`config.mk`:
```
export PLATFORM = sky130hd
export DESIGN_NAME = weight_fetch_unit
export DESIGN_NICKNAME = d
export VERILOG_FILES = /design/src/rtl/weight_fetch_pkg.sv /design/src/rtl/wf_sync_fifo.sv /design/src/rtl/weight_fetch_unit.sv
export SDC_FILE = /design/constraint.sdc
export NUM_CORES = 1
export LEC_CHECK = 0
export CORE_ASPECT_RATIO = 0.7
export CORE_MARGIN = 10
export CORE_UTILIZATION = 30
export DETAILED_ROUTE_END_ITERATION = 10
export GPL_TIMING_DRIVEN = 1
export PLACE_DENSITY = 0.54
export SKIP_LAST_GASP = 1
export SLEW_MARGIN = 15
export SYNTH_ARGS = -nofsm -noshare
export SYNTH_HDL_FRONTEND = slang
export SYNTH_HIERARCHICAL = 1
export SYNTH_SLANG_ARGS = --single-unit
```
`constraint.sdc`:
```
create_clock -name clk -period 9 [get_ports clk]
set_clock_uncertainty 0.1 [all_clocks]
set_input_delay 2.25 -clock clk [delete_from_list [all_inputs] [get_ports clk]]
set_output_delay 2.25 -clock clk [all_outputs]
set_load 0.02 [all_outputs]
```
`src/rtl/weight_fetch_pkg.sv`:
```
// Shared types and constants for the weight fetch engine and its SRAM port.
package weight_fetch_pkg;

  localparam int unsigned DEF_ADDR_W     = 17;
  localparam int unsigned DEF_DATA_W     = 32;
  localparam int unsigned DEF_LEN_W      = 17;
  localparam int unsigned DEF_FIFO_DEPTH = 4;

  // Write-request encoding of the weight buffer's sp_ram port (active-low byte enables).
  localparam int unsigned        WREQ_W    = 4;
  localparam logic [WREQ_W-1:0]  WRITE_ENB = 4'h0;
  localparam logic [WREQ_W-1:0]  WRITE_DIS = 4'hF;

  typedef enum logic [2:0] {
    ST_IDLE,
    ST_ARM,
    ST_FETCH,
    ST_DRAIN,
    ST_DONE
  } wf_state_t;

endpackage

```
`src/rtl/wf_sync_fifo.sv`:
```
// Synchronous FIFO with combinational read of the head entry and occupancy count.
module wf_sync_fifo #(
  parameter int unsigned W     = 33,
  parameter int unsigned DEPTH = 4
) (
  input  logic                       clk,
  input  logic                       rst,
  input  logic                       push,
  input  logic                       pop,
  input  logic [W-1:0]               din,
  output logic [W-1:0]               dout,
  output logic                       full,
  output logic                       empty,
  output logic [$clog2(DEPTH):0]     count
);

  localparam int unsigned AW = $clog2(DEPTH);
  localparam int unsigned CW = AW + 1;
  localparam logic [CW-1:0] FULL_CNT = CW'(DEPTH);

  logic [W-1:0]  mem [DEPTH];
  logic [AW-1:0] wr_ptr;
  logic [AW-1:0] rd_ptr;
  logic          do_push;
  logic          do_pop;

  assign full    = (count == FULL_CNT);
  assign empty   = (count == '0);
  assign do_pop  = pop & ~empty;
  assign do_push = push & (~full | do_pop);
  assign dout    = mem[rd_ptr];

  always_ff @(posedge clk or posedge rst) begin
    if (rst) begin
      wr_ptr <= '0;
      rd_ptr <= '0;
      count  <= '0;
    end else begin
      if (do_push) wr_ptr <= wr_ptr + AW'(1);
      if (do_pop)  rd_ptr <= rd_ptr + AW'(1);
      case ({do_push, do_pop})
        2'b10:   count <= count + CW'(1);
        2'b01:   count <= count - CW'(1);
        default: count <= count;
      endcase
    end
  end

  always_ff @(posedge clk) begin
    if (do_push) mem[wr_ptr] <= din;
  end

endmodule

```
`src/rtl/weight_fetch_unit.sv`:
```
// Claims the weight SRAM, streams a contiguous run of words out over valid/ready,
// then releases the SRAM with a finish handshake.
module weight_fetch_unit
  import weight_fetch_pkg::*;
#(
  parameter int unsigned ADDR_W     = DEF_ADDR_W,
  parameter int unsigned DATA_W     = DEF_DATA_W,
  parameter int unsigned LEN_W      = DEF_LEN_W,
  parameter int unsigned FIFO_DEPTH = DEF_FIFO_DEPTH
) (
  input  logic                clk,
  input  logic                rst,
  input  logic                start_i,
  input  logic [ADDR_W-1:0]   base_addr_i,
  input  logic [LEN_W-1:0]    num_words_i,
  output logic                busy_o,
  output logic                done_o,
  output logic                buf_start_o,
  output logic                buf_finish_o,
  output logic                mem_cs,
  output logic                mem_oe,
  output logic [ADDR_W-1:0]   mem_addr,
  output logic [WREQ_W-1:0]   mem_W_req,
  output logic [DATA_W-1:0]   mem_W_data,
  input  logic [DATA_W-1:0]   mem_R_data,
  output logic                wgt_valid_o,
  output logic [DATA_W-1:0]   wgt_data_o,
  output logic                wgt_last_o,
  input  logic                wgt_ready_i
);

  localparam int unsigned CNT_W = $clog2(FIFO_DEPTH) + 1;
  localparam logic [CNT_W:0] DEPTH_V = (CNT_W+1)'(FIFO_DEPTH);

  wf_state_t          state;
  logic [ADDR_W-1:0]  base;
  logic [LEN_W-1:0]   count;
  logic [LEN_W-1:0]   issued;
  logic               inflight;
  logic               inflight_last;

  logic [CNT_W-1:0]   occ;
  logic               fifo_full;
  logic               fifo_empty;
  logic [DATA_W:0]    fifo_dout;

  logic [CNT_W:0]     credit_used;
  logic               issue;
  logic               issue_last;
  logic               pop;
  logic               last_accept;

  // Reads already in flight hold a FIFO slot, so occupancy never exceeds the depth.
  always_comb begin
    credit_used = {1'b0, occ} + {{CNT_W{1'b0}}, inflight};
    issue       = (state == ST_FETCH) && (issued < count) && !fifo_full &&
                  (credit_used < DEPTH_V);
    issue_last  = issue && (issued == count - LEN_W'(1));
  end

  assign pop         = wgt_valid_o & wgt_ready_i;
  assign last_accept = pop & wgt_last_o;

  assign wgt_valid_o = ~fifo_empty;
  assign wgt_data_o  = fifo_empty ? '0 : fifo_dout[DATA_W-1:0];
  assign wgt_last_o  = ~fifo_empty & fifo_dout[DATA_W];

  assign mem_cs     = issue;
  assign mem_oe     = issue;
  assign mem_addr   = issue ? (base + ADDR_W'(issued)) : '0;
  assign mem_W_req  = WRITE_DIS;
  assign mem_W_data = '0;

  wf_sync_fifo #(
    .W     (DATA_W + 1),
    .DEPTH (FIFO_DEPTH)
  ) u_fifo (
    .clk   (clk),
    .rst   (rst),
    .push  (inflight),
    .pop   (pop),
    .din   ({inflight_last, mem_R_data}),
    .dout  (fifo_dout),
    .full  (fifo_full),
    .empty (fifo_empty),
    .count (occ)
  );

  always_ff @(posedge clk or posedge rst) begin
    if (rst) begin
      state         <= ST_IDLE;
      base          <= '0;
      count         <= '0;
      issued        <= '0;
      inflight      <= 1'b0;
      inflight_last <= 1'b0;
      busy_o        <= 1'b0;
      done_o        <= 1'b0;
      buf_start_o   <= 1'b0;
      buf_finish_o  <= 1'b0;
    end else begin
      inflight      <= issue;
      inflight_last <= issue_last;
      done_o        <= 1'b0;
      buf_finish_o  <= 1'b0;
      if (issue) issued <= issued + LEN_W'(1);

      case (state)
        ST_IDLE: begin
          if (start_i) begin
            base        <= base_addr_i;
            count       <= num_words_i;
            issued      <= '0;
            state       <= ST_ARM;
            busy_o      <= 1'b1;
            buf_start_o <= 1'b1;
          end
        end
        ST_ARM: begin
          if (count == '0) begin
            state        <= ST_DONE;
            done_o       <= 1'b1;
            buf_finish_o <= 1'b1;
          end else begin
            state <= ST_FETCH;
          end
        end
        ST_FETCH: begin
          if (last_accept) begin
            state        <= ST_DONE;
            done_o       <= 1'b1;
            buf_finish_o <= 1'b1;
          end else if (issue_last) begin
            state <= ST_DRAIN;
          end
        end
        ST_DRAIN: begin
          if (last_accept) begin
            state        <= ST_DONE;
            done_o       <= 1'b1;
            buf_finish_o <= 1'b1;
          end
        end
        ST_DONE: begin
          state       <= ST_IDLE;
          busy_o      <= 1'b0;
          buf_start_o <= 1'b0;
        end
        default: state <= ST_IDLE;
      endcase
    end
  end

endmodule

```
Word-level counts from Yosys, hierarchy flattened
Memory sizes are Yosys's and may differ from the RTL's.
Index checks and enable logic that the tools add are counted.
{ "totals": {"inputBits": 70, "mem_bits_rw": 132, "out_inout_bits": 93, "regBits": 65, "n_memories": 1} }
{ "memory_table": {"columns": ["memory", "depth", "word_bits", "read_ports", "rd_clocked_by_memory_dff", "wr", "line", "rtl"], "rows": [
  ["u_fifo.mem", 4, 33, 1, 0, 1, "wf_sync_fifo.sv:21", "logic [W-1:0] mem [DEPTH];"]
]} }
{ "op_classes": {"magnitude_cmp": 2, "n_eq_ne": 11, "n_addsub": 8, "n_mux": 19, "bitwise_logic": 8, "reduce_logical": 14} }
{ "ops": {"columns": ["op", "count"], "rows": [
  ["17-bit 2-to-1 mux", 4],
  ["32-bit 2-to-1 mux", 1],
  ["17-bit by 1-bit adder with 17-bit output (second input constant)", 1],
  ["17-bit adder", 1],
  ["17-bit == test", 1],
  ["17-bit zero test", 1],
  ["17-bit less-than comparator", 1],
  ["17-bit by 1-bit subtractor with 17-bit output (second input constant)", 1],
  ["3-bit 2-to-1 mux", 5],
  ["3-bit one-hot mux with 4 select lines", 1],
  ["3-bit by 2-bit == test with 1-bit output (second input constant)", 2],
  ["3-bit == test (second input constant)", 2],
  ["3-bit zero test", 2],
  ["3-bit one-hot mux with 2 select lines", 1],
  ["1-bit AND", 5],
  ["1-bit 2-to-1 mux", 5],
  ["2-bit by 1-bit adder with 2-bit output (second input constant)", 2],
  ["3-bit by 1-bit adder with 4-bit output", 1],
  ["1-bit logical AND", 4],
  ["4-bit by 3-bit less-than comparator with 1-bit output (second input constant)", 1],
  ["2-bit != test (second input constant)", 2],
  ["1-bit one-hot mux with 2 select lines", 2],
  ["2-bit AND reduction", 2],
  ["2-bit nonzero test", 2],
  ["other kinds (11)", 12]
]} }

Logic depth before layout (Yosys ltp)
Gate-level depths: netlist of the first run.
{ "logic_depth": {"ltp_word": 8, "depth_mapped": 11} }

By module
Netlist of the first run, hierarchy kept.
{ "by_module_without_submodules": {"columns": ["module", "n_inst", "area_each_um2", "seq_area_each_um2", "cells_each"], "rows": [
  ["wf_sync_fifo", 1, 5191.2, 4139.0, 212],
  ["weight_fetch_unit", 1, 4663.2, 1451.4, 574]
]} }

Worst setup path after synthesis of the first run
OpenSTA, ideal clock, no wires.
{ "synth_path": {"kind": "flip-flop to output port", "start": "reg issued[1]", "end": "out mem_addr[15]", "required_time_ps": 6650, "path_slack_ps": 3809, "arrival_time_ps": 2841, "path_buffers": 0, "stages_incl_launch_ff": 8, "cell_sequence": "dfrtp_1 ha_1 a21o_1 a21o_1 a2111o_1 a41o_1 or4_1 a311oi_1"} }
{ "synth_via": {"elab_chain_cells": 5, "word_cells_on_any_way": 6, "classes_between": "1 x add/sub; 1 x order compare; 1 x mux; 3 x reduce/logical"} }
{ "synth_rtl": {"columns": ["element", "line", "rtl"], "rows": [
  ["start: declaration", "weight_fetch_unit.sv:38", "logic [LEN_W-1:0] issued;"],
  ["start signal: assignment", "weight_fetch_unit.sv:106", "if (issue) issued <= issued + LEN_W'(1);"],
  ["17-bit less-than comparator", "weight_fetch_unit.sv:56", "issue = (state == ST_FETCH) && (issued < count) && !fifo_full &&"],
  ["1-bit logical AND (3 in a row)", "weight_fetch_unit.sv:56", null],
  ["17-bit 2-to-1 mux *", "weight_fetch_unit.sv:70", "assign mem_addr = issue ? (base + ADDR_W'(issued)) : '0;"],
  ["end: declaration", "weight_fetch_unit.sv:22", "output logic [ADDR_W-1:0] mem_addr,"]
]} }
Mark *: on every way between the ends. The rest lies on a longest branch, timed or not.

Worst setup path in the final report of the first run
{ "layout_path": {"start": "reg issued[11]", "end": "out mem_cs"} }
{ "layout_via": {"elab_chain_cells": 4} }
{ "layout_rtl": {"columns": ["element", "line", "rtl"], "rows": [
  ["17-bit less-than comparator", "weight_fetch_unit.sv:56", null],
  ["1-bit logical AND (3 in a row)", "weight_fetch_unit.sv:56", null],
  ["end: declaration", "weight_fetch_unit.sv:20", "output logic mem_cs,"]
]} }
Every way passes these cells.

==> results.md, run 1 <==
* Status: finished, final reports clean
* Remaining DRCs at 0
* Endpoint class of the critical path: primary output
* First-pass GRT wire length at 37600 microns
* Synth-to-layout area growth at 23.0%
* Cells along the critical path: ha_1, and2_1, a221oi_1, o21ai_0, o31ai_2, nand2_1, inv_1, clkdlybuf4s50_1
* Slowest stage delay, CP at 700 ps
* Commonest non-fill, non-tap cell in the layout: edfxtp_1
* Worst setup margin at 2220 ps
* Flops & latches, synth at 197
* Post-CTS sizing at 0
* Max layer used: met5
* Core box area at approximately 32000 sq um
* Netlist Area Pre-Place at 9850 sq um
* Io pins at roughly 160
* Layout cells sized above 1 at 0.104
* Iteration-0 DRC Markers at roughly 500
* Leakage at 4.64 nW
* Fin util at 0.375
* Setup WS pre-CTS at 2620 ps
* Design area at 12100 sq um
* DIE AREA at 40600 sq um
* Least-Margin Pin Slew at between 1000 and 1500 ps
* Max stage delay cell, worst path: clkdlybuf4s50_1
* Worst Setup SP: issued[11]$_DFF_PP0_
* Drt wl/cell at 17.8 microns
* Final-stage net count at just over 1000
* Worst endpoint required time at 6650 ps
* CTS root buf: clkbuf_16
* DR vias at roughly 6200
* Final setup fails at 0
* Final ANT Viol Nets at 0
* Final min period at 6780 ps
* Synth Warn # at 6
* Dpl hpwl at 16700 microns
* Main synth FF type: edfxtp_1
* Detailed-route wire length at 23900 microns
* Period utilisation layout at 0.753
* Pre-Repair DR Iteration Count at 4
* Met3 wire length at between 1000 and 1500 microns
* EDFF count, synth at 132
* Die Wd at 237 microns
* Syn avg cell area at 12.5 sq um
* MaxCap Viol Count at 0
* IO buf count at 126
* Placed Area at 11400 sq um
* Path type of the worst min-delay path: register to register
* RSZ-0062 raised after global routing: false
* Min Hold Slack at 392 ps
* Grt total ovfl at 0
* Peak VDD IR at 0.000133 V
* Diode count at 0
* Overall routing resource usage at 0.120
* Largest net degree at the start of global routing at 61
* Final Slew Violations at 0
* Worst-skew pair later-pin latency at between 400 and 500 ps
* Post CTS Setup Buffer Count at 0
* Layout Cells excl Fill at 1346
* Hold_buf cts at 0
* Die H at 172 microns
* Post-Syn Instances at 786
* Total CTS buffers at 17
* Initial antenna violation count at 1
* Power Density at 305 nW/um^2
* Asr flop ratio synth at 0.330
* Metal-1 WL at about 12000 microns
* Total Power at 3.70 mW
* Max-slew headroom at 0.320
* Sink Count at 197
* CTS H-tree depth at 4
* Cell variety after synth at 68
* Dpl cells at about 1300
* Via density at 4.64
* Fmax at 148 MHz
* Arr. time, crit path at 4430 ps
* Reg2Reg Launch Point: issued[11]$_DFF_PP0_
* Met2 Wirelength at 10800 microns
* RD Place Congestion at 0.823
* Clock tree buffer depth at 2
* Clock slew at reported path FFs at 90 ps
* Initial Util at 0.305
* Fin. Hold Viols at 0
* Hold Path Origin: base[9]$_DFFE_PP0P_
* Total Neg Setup Slack at 0 ps
* CTS tree: built
* Most frequent cells in the layout: 132 x edfxtp_1, 126 x clkdlybuf4s50_1, 96 x nand2_1, 64 x dfrtp_1, 40 x ha_1
* Post-synthesis sequential area ratio at 0.567
* # rows at 55
* Vias in the first global route at 6413
* Startpoint Class: register
* Crit Path Class: register to primary output
* Crit Path Max Fanout at 21
[kinds of logic (layout without fill, tap and decap cells)]
logic type               after synthesis  count (layout)  synth area share
XOR/XNOR                              49              49            0.0435
other                                  2              36          0.000762
multiplexers                          36              36            0.0790
AND/OR/NAND/NOR                      249             249             0.128
flip-flops                           197             197             0.567
buffers and inverters                100             199            0.0550
adder cells (fa/ha/maj)               42              42            0.0549
AO/OA/AOI/OAI                        111             111            0.0716
[final cells by class]
type                       count  area (sq um)
clock buffer                  17           425
clock inverter                15           258
fill                        3118         20200
inverter                      33           124
multi-input combinational    523          3860
sequential                   197          5590
tap                          427           534
timing repair buffer         134          1320
[flip-flops by register name (all words and copies together) (netlist names), 2 cells and up]
| name | flops |
|---|---|
| u_fifo/mem | 132 |
| base | 17 |
| count | 17 |
| issued | 17 |
| state | 3 |
| u_fifo/count | 3 |
| u_fifo/rd_ptr | 2 |
| u_fifo/wr_ptr | 2 |
[path summary, 6_finish.rpt]
path                            slack [ps]                           end  cells after the start
worst max-delay path                  2220                        mem_cs                      8
worst min-delay path                   390           base[9]$_DFFE_PP0P_                      2
worst max register to register        5100          state[0]$_DFFE_PP0P_                      9
worst min register to register         390           base[9]$_DFFE_PP0P_                      2
max in group asynchronous             5990         count[16]$_DFFE_PP0P_                      3
min in group asynchronous             1960  u_fifo/wr_ptr[0]$_DFFE_PP0P_                      2
[cell usage after synthesis, types with 3 or more instances]
cell      instances  area [sq um]
a211oi_1          6          45.0
a21o_1            5          37.5
a21oi_1          28           140
and2_1            5          31.3
and2_2            4          30.0
and3_1            6          37.5
buf_1             3          11.3
buf_2             4          20.0
buf_4            41           308
clkbuf_1         18          67.6
dfrtp_1          65          1630
edfxtp_1        132          3960
ha_1             40           500
inv_1            33           124
mux4_2           33           743
nand2_1          96           360
nand2b_1          5          31.3
nand3_1          10          50.1
nand4_1           9          56.3
nor2_1           38           143
nor2b_1          35           219
nor3_1            7          35.0
nor4_1            3          18.8
o211ai_1          3          22.5
o21a_1            4          30.0
o21ai_0          39           195
o21bai_1          3          22.5
o31ai_1           3          22.5
or3_1             9          56.3
or4_1             5          37.5
xnor2_1          29           254
xor2_1           20           175
[worst max-delay path, delay by kind of cell, from the launching register on]
kind / cells / cell delay [ps]
AOI/OAI and AO/OA: 3 / 1190
adders and majority gates: 1 / 330
buffers and inverters: 2 / 1210
DFF: 1 / 490
and+or+nand+nor: 2 / 750
[power breakdown]
| part | leakage (nW) | total, mW | switching, mW | internal, mW |
|---|---|---|---|---|
| sequential | 2.02 | 1.30 | 0.148 | 1.15 |
| clock | 0.328 | 0.859 | 0.451 | 0.407 |
| combinational | 2.30 | 1.54 | 0.832 | 0.710 |
[metal layers]
layer | up-vias | track usage
met5 | - | 0
met4 | 2 | 0.0356
met3 | 15 | 0.0292
met2 | 120 | 0.177
met1 | 3097 | 0.170
li1 | 3015 | -
(Power assumes the default switching activity.)
==> inputs of run 2 (changes only) <==
--- a/config.mk
+++ b/config.mk
@@ -10,7 +10,7 @@
 export CORE_UTILIZATION = 30
 export DETAILED_ROUTE_END_ITERATION = 10
 export GPL_TIMING_DRIVEN = 1
-export PLACE_DENSITY = 0.54
+export PLACE_DENSITY = 0.56
 export SKIP_LAST_GASP = 1
 export SLEW_MARGIN = 15
 export SYNTH_ARGS = -nofsm -noshare
==> constraint.sdc (replaced) <==
create_clock -name clk -period 6.21 [get_ports clk]
set_clock_uncertainty 0.1 [all_clocks]
set_input_delay 1.5525 -clock clk [delete_from_list [all_inputs] [get_ports clk]]
set_output_delay 1.5525 -clock clk [all_outputs]
set_load 0.02 [all_outputs]
==> results.md, run 2 (synthesized netlist as in run 1, its figures left out) <==
* Die Wd at 237 microns (unchanged)
* Iteration-0 DRC Markers at 423 (-15%)
* Peak VDD IR at 0.000263 V (+97%)
* Status: finished, final reports clean
* Diode count at 0 (unchanged)
* Arr. time, crit path at 3810 ps (-620 ps)
* Total Power at 5.28 mW (+43%)
* Worst endpoint required time at 4560 ps (-2090 ps)
* Int Pwr at 3.26 mW (+44%)
* IO buf count at 126 (unchanged)
* RSZ-0062 raised after global routing: false
* Placed Area at 11400 sq um (unchanged)
* Final ANT Viol Nets at 0 (unchanged)
* Worst R2R Setup Slack at 2910 ps (-2190 ps)
* Sink Count at 197 (unchanged)
* Min Hold Slack at 388 ps (-4.29 ps)
* Power Density at 437 nW/um^2 (+43%)
* Final setup fails at 0 (unchanged)
* Layout cells sized above 1 at 0.104 (unchanged)
* Detailed-route wire length at 23600 microns (-1.6%)
* Period utilisation layout at 0.880
* Layout Cells excl Fill at 1346 (unchanged)
* Flop pwr share at 0.358 (+0.007)
* RR Endpoint: state[0]$_DFFE_PP0P_
* Clk pwr share at 0.221 (-0.011)
* Most flops, register: u_fifo/mem
* Io pins at 163 (unchanged)
* Pre-Repair DR Iteration Count at 4 (unchanged)
* Fin. Hold Viols at 0 (unchanged)
* Reg2Reg Depth at 9 (unchanged)
* Commonest non-fill, non-tap cell in the layout: edfxtp_1
* Initial antenna violation count at 0 (-1)
* Vias in the first global route at 6331 (-1.3%)
* Final-stage net count at 1018 (unchanged)
* Crit Path Max Fanout at 7 (-67%)
* Remaining DRCs at 0 (unchanged)
* Dpl hpwl at 16400 microns (-1.8%)
* Total CTS buffers at 17 (unchanged)
* Design area at 12100 sq um (-0.40%)
* Leakage at 4.62 nW (-0.56%)
* Overall routing resource usage at 0.117 (-0.00245)
* Post CTS Setup Buffer Count at 0 (unchanged)
* Sw Pwr at 2.02 mW (+41%)
* Endpoint class of the critical path: primary output
* First-pass GRT wire length at 36900 microns (-1.7%)
* Path type of the worst min-delay path: register to register
* Worst Setup SP: issued[1]$_DFF_PP0_
* Core box area at 32300 sq um (unchanged)
* # rows at 55 (unchanged)
* Fmax at approximately 180 MHz
* Setup crit end: mem_addr[15]
* Final min period at 5470 ps
* DIE AREA at 40600 sq um (unchanged)
* Comb pwr share at 0.421 (+0.004)
* Switch share at 0.383 (-0.00448)
* Hold Path Origin: base[5]$_DFFE_PP0P_
* Drt wl/cell at 17.5 microns (-1.6%)
* CTS tree: built
* Max reg flops at 132 (unchanged)
* Worst-skew pair later-pin latency at 460 ps (about the same)
* CTS root buf: clkbuf_16
* Total Neg Setup Slack at 0 ps (unchanged)
* Initial Util at 0.305 (unchanged)
* Largest net degree at the start of global routing at 59 (-3.3%)
* Grt total ovfl at 0 (unchanged)
* Clock tree buffer depth at 2 (unchanged)
* Crit Path Class: register to primary output
* Most frequent cells in the layout: 132 x edfxtp_1, 126 x clkdlybuf4s50_1, 96 x nand2_1, 64 x dfrtp_1, 40 x ha_1
* Least-Margin Pin Slew at 1020 ps (-4.24 ps)
* MaxCap Viol Count at 0 (unchanged)
* Die H at 172 microns (unchanged)
* Synth-to-layout area growth at 22.5%
* Dpl cells at 1314 (unchanged)
* Clock slew at reported path FFs at 80 ps (about the same)
* Via density at 4.63 (-0.24%)
* Reg2Reg Launch Point: count[1]$_DFFE_PP0P_
* Startpoint Class: register
* DR vias at 6234 (-0.24%)
* Post-CTS sizing at 0 (unchanged)
* RD Place Congestion at 0.839 (+2.0%)
* Filler cell count at 3133 (+0.48%)
* Hold_buf cts at 0 (unchanged)
* Final Slew Violations at 0 (unchanged)
* CTS H-tree depth at 4 (unchanged)
* Max-slew headroom at 0.322 (+0.00122)
==> run 2: cell count changes in the layout (fill, tap and decap cells not counted), sizes merged <==
| cell | before | now |
|---|---|---|
| clkinvlp | 0 | 1 |
| inv | 43 | 42 |
==> run 2: power by group through the flow <==
stage / combinational [mW] / clock [mW] / sequential, mW
CTS: 2.27 / 1.20 / 1.90
global route: 2.45 / 1.26 / 1.94
detailed placement: 2.25 / 0 / 1.92
global placement: 2.26 / 0 / 1.92
floorplan: 1.53 / 0 / 1.81
finish: 2.22 / 1.17 / 1.89
==> run 2: routing by layer <==
metal / routed length [microns] / GRT usage
met5: 0 / 0
met4: 234 / 0.0320
met3: 895 / 0.0316
met2: 10700 / 0.178
met1: 11700 / 0.162
==> run 2: layout make-up <==
class,instances,area (sq um),area share
Clock inverter,15,209,0.0173
Clock buffer,17,425,0.0353
Inverter,33,124,0.0103
Timing Repair Buffer,134,1320,0.109
Sequential cell,197,5590,0.463
Multi-Input combinational cell,523,3860,0.320
Tap cell,427,534,0.0443
==> run 2: metrics by stage <==
stage / setup WS, ps / utilization
finish: 744 / 0.373
global placement: 1230 / 0.354
global route: 560 / 0.373
floorplan: 1720 / -
detailed placement: 1230 / 0.354
CTS: 727 / 0.373
==> run 2: critical path, stage by stage (launching register included) <==
cell,delay [ps]
dfrtp_1,480
ha_1,310
a21o_1,160
a21o_1,210
a2111o_1,480
a41o_1,310
or4_1,480
a311oi_1,280
clkdlybuf4s50_1,650
==> run 2: how the worst min path moves through the flow <==
stage                                 endpoint  cells past startpoint  slack (ps)
after floorplan            base[0]$_DFFE_PP0P_                      2         350
after global placement    base[15]$_DFFE_PP0P_                      2         370
after detailed placement   base[7]$_DFFE_PP0P_                      2         370
after CTS                 base[10]$_DFFE_PP0P_                      2         390
after global routing       base[9]$_DFFE_PP0P_                      2         420
final                      base[5]$_DFFE_PP0P_                      2         390
==> inputs of run 3 (changes only) <==
--- a/config.mk
+++ b/config.mk
@@ -10,6 +10,7 @@
 export CORE_UTILIZATION = 30
 export DETAILED_ROUTE_END_ITERATION = 10
 export GPL_TIMING_DRIVEN = 1
+export MAX_ROUTING_LAYER = met4
 export PLACE_DENSITY = 0.56
 export SKIP_LAST_GASP = 1
 export SLEW_MARGIN = 15
==> results.md, run 3 (synthesized netlist as in run 1, its figures left out) <==
* Initial antenna violation count at 0 (unchanged)
* Slowest stage delay, CP at 650 ps (about the same)
* Path type of the worst min-delay path: register to register
* RR Endpoint: state[0]$_DFFE_PP0P_
* Max stage delay cell, worst path: clkdlybuf4s50_1
* CTS H-tree depth at 4 (unchanged)
* Startpoint Class: register
* CTS tree: built
* Crit path buf inv count at 1 (unchanged)
* Io pins at 163 (unchanged)
* Largest net degree at the start of global routing at 59 (unchanged)
* Area of the multi-input gates at 3860 sq um (unchanged)
* Worst R2R Setup Slack at 2870 ps (-40 ps)
* Reg2Reg Launch Point: count[1]$_DFFE_PP0P_
* Grt total ovfl at 0 (unchanged)
* Synth-to-layout area growth at 22.5% (unchanged)
* RD Place Congestion at 0.852 (+1.5%)
* Final-stage net count at 1018 (unchanged)
* DIE AREA at 40600 sq um (unchanged)
* Total Neg Setup Slack at 0 ps (unchanged)
* Initial Util at 0.305 (unchanged)
* Worst endpoint required time at 4560 ps (about the same)
* DR vias at 6220 (-0.22%)
* Register area at 5590 sq um (unchanged)
* Detailed-route wire length at 23600 microns (about the same)
* Total CTS buffers at 17 (unchanged)
* Clock slew at reported path FFs at 80 ps (about the same)
* Final setup fails at 0 (unchanged)
* Arr. time, crit path at 3810 ps (about the same)
* Final min period at 5470 ps (-0.649 ps)
* Worst-skew pair later-pin latency at 450 ps (about the same)
* Filler cell count at 3133 (unchanged)
* Diode count at 0 (unchanged)
* Die Wd at 237 microns (unchanged)
* Crit Path Class: register to primary output
* Peak VDD IR at 0.000263 V (about the same)
* CP top delay family: compound AO/OA/AOI/OAI gates
* Crit Path Max Fanout at 7 (unchanged)
* Vias in the first global route at 6308 (-0.36%)
* Endpoint class of the critical path: primary output
* Leakage at 4.62 nW (unchanged)
* CTS root buf: clkbuf_16
* MaxCap Viol Count at 0 (unchanged)
* Max-slew headroom at 0.310 (-0.0119)
* # rows at 55 (unchanged)
* Crit path depth at 8 (unchanged)
* Drt wl/cell at 17.5 microns (about the same)
* Commonest non-fill, non-tap cell in the layout: edfxtp_1
* Post CTS Setup Buffer Count at 0 (unchanged)
* Setup crit end: mem_addr[15]
* Sink Count at 197 (unchanged)
* Most used cell, CP: a21o_1
* Cells along the critical path: ha_1, a21o_1, a21o_1, a2111o_1, a41o_1, or4_1, a311oi_1, clkdlybuf4s50_1
* Dpl hpwl at 16400 microns (unchanged)
* Final Slew Violations at 0 (unchanged)
* Power Density at 437 nW/um^2 (about the same)
* Post-CTS sizing at 0 (unchanged)
* Fin util at 0.373 (unchanged)
* Final ANT Viol Nets at 0 (unchanged)
* Most frequent cells in the layout: 132 x edfxtp_1, 126 x clkdlybuf4s50_1, 96 x nand2_1, 64 x dfrtp_1, 40 x ha_1
* Worst Setup SP: issued[1]$_DFF_PP0_
* Least-Margin Pin Slew at 1030 ps (+17.8 ps)
* Via density at 4.62 (-0.22%)
* Hold Path Origin: base[5]$_DFFE_PP0P_
* Core box area at 32300 sq um (unchanged)
* Hold_buf cts at 0 (unchanged)
* Remaining DRCs at 0 (unchanged)
* Status: finished, final reports clean
* Fin. Hold Viols at 0 (unchanged)
* Period utilisation layout at 0.880 (about the same)
* Most flops, register: u_fifo/mem
* Layout cells sized above 1 at 0.104 (unchanged)
* Die H at 172 microns (unchanged)
* Clock tree buffer depth at 2 (unchanged)
* RSZ-0062 raised after global routing: false
* Overall routing resource usage at 0.121 (+0.00343)
* IO buf count at 126 (unchanged)
* Max reg flops at 132 (unchanged)
* Reg2Reg Depth at 9 (unchanged)
* Iteration-0 DRC Markers at 428 (+1.2%)
* Pre-Repair DR Iteration Count at 4 (unchanged)
* First-pass GRT wire length at 37000 microns (about the same)
* Fmax at 183 MHz (about the same)
## run 3: cell counts in the layout (fill, tap and decap cells not counted)
No cell type changed its count.
## run 3: how the worst min path moves through the flow
stage	depth (start not counted)	slack, ps	to
finish	2	390	base[5]$_DFFE_PP0P_
global route	2	420	base[9]$_DFFE_PP0P_
detailed placement	2	370	base[7]$_DFFE_PP0P_
floorplan	2	350	base[0]$_DFFE_PP0P_
global placement	2	370	base[15]$_DFFE_PP0P_
CTS	2	390	base[10]$_DFFE_PP0P_
## run 3: worst reg2reg max path, cell delays in order (launching register included)
cell and delay (ps):
dfrtp_1 420, inv_1 120, ha_1 230, nor4b_2 610
nand4_1 200, xnor2_1 180, or4_2 550, nor3_1 390
o2111a_1 300, a311o_1 170
## run 3: per-layer routing
| metal | track usage | share of wire | vias to the layer above |
|---|---|---|---|
| met5 | - | 0 | - |
| li1 | - | - | 3020 |
| met2 | 0.178 | 0.46 | 125 |
| met4 | 0.0370 | 0.011 | 0 |
| met3 | 0.0269 | 0.034 | 15 |
| met1 | 0.163 | 0.50 | 3060 |
## run 3: report_power, final
| part | total [mW] | switching, mW | internal (mW) |
|---|---|---|---|
| clock | 1.16 | 0.600 | 0.564 |
| sequential | 1.89 | 0.225 | 1.66 |
| combinational | 2.22 | 1.19 | 1.03 |
## run 3: layout make-up
cell class / count / share of cell area
sequential: 197 / 0.463
multi-input combinational: 523 / 0.320
timing repair buffer: 134 / 0.109
tap: 427 / 0.0443
clock buffer: 17 / 0.0353
clock inverter: 15 / 0.0173
inverter: 33 / 0.0103
## run 3: stage by stage
| stage | power, mW | area [sq um] | std cells | worst slack, ps | hold slack, ps |
|---|---|---|---|---|---|
| floorplan | 3.35 | 9980 | 820 | 1720 | 352 |
| global placement | 4.18 | 11400 | 1314 | 1230 | 374 |
| detailed placement | 4.17 | 11400 | 1314 | 1230 | 373 |
| CTS | 5.36 | 12100 | 1346 | 727 | 392 |
| global route | 5.64 | 12100 | 1346 | 564 | 419 |
| finish | 5.27 | 12100 | 1346 | 745 | 388 |
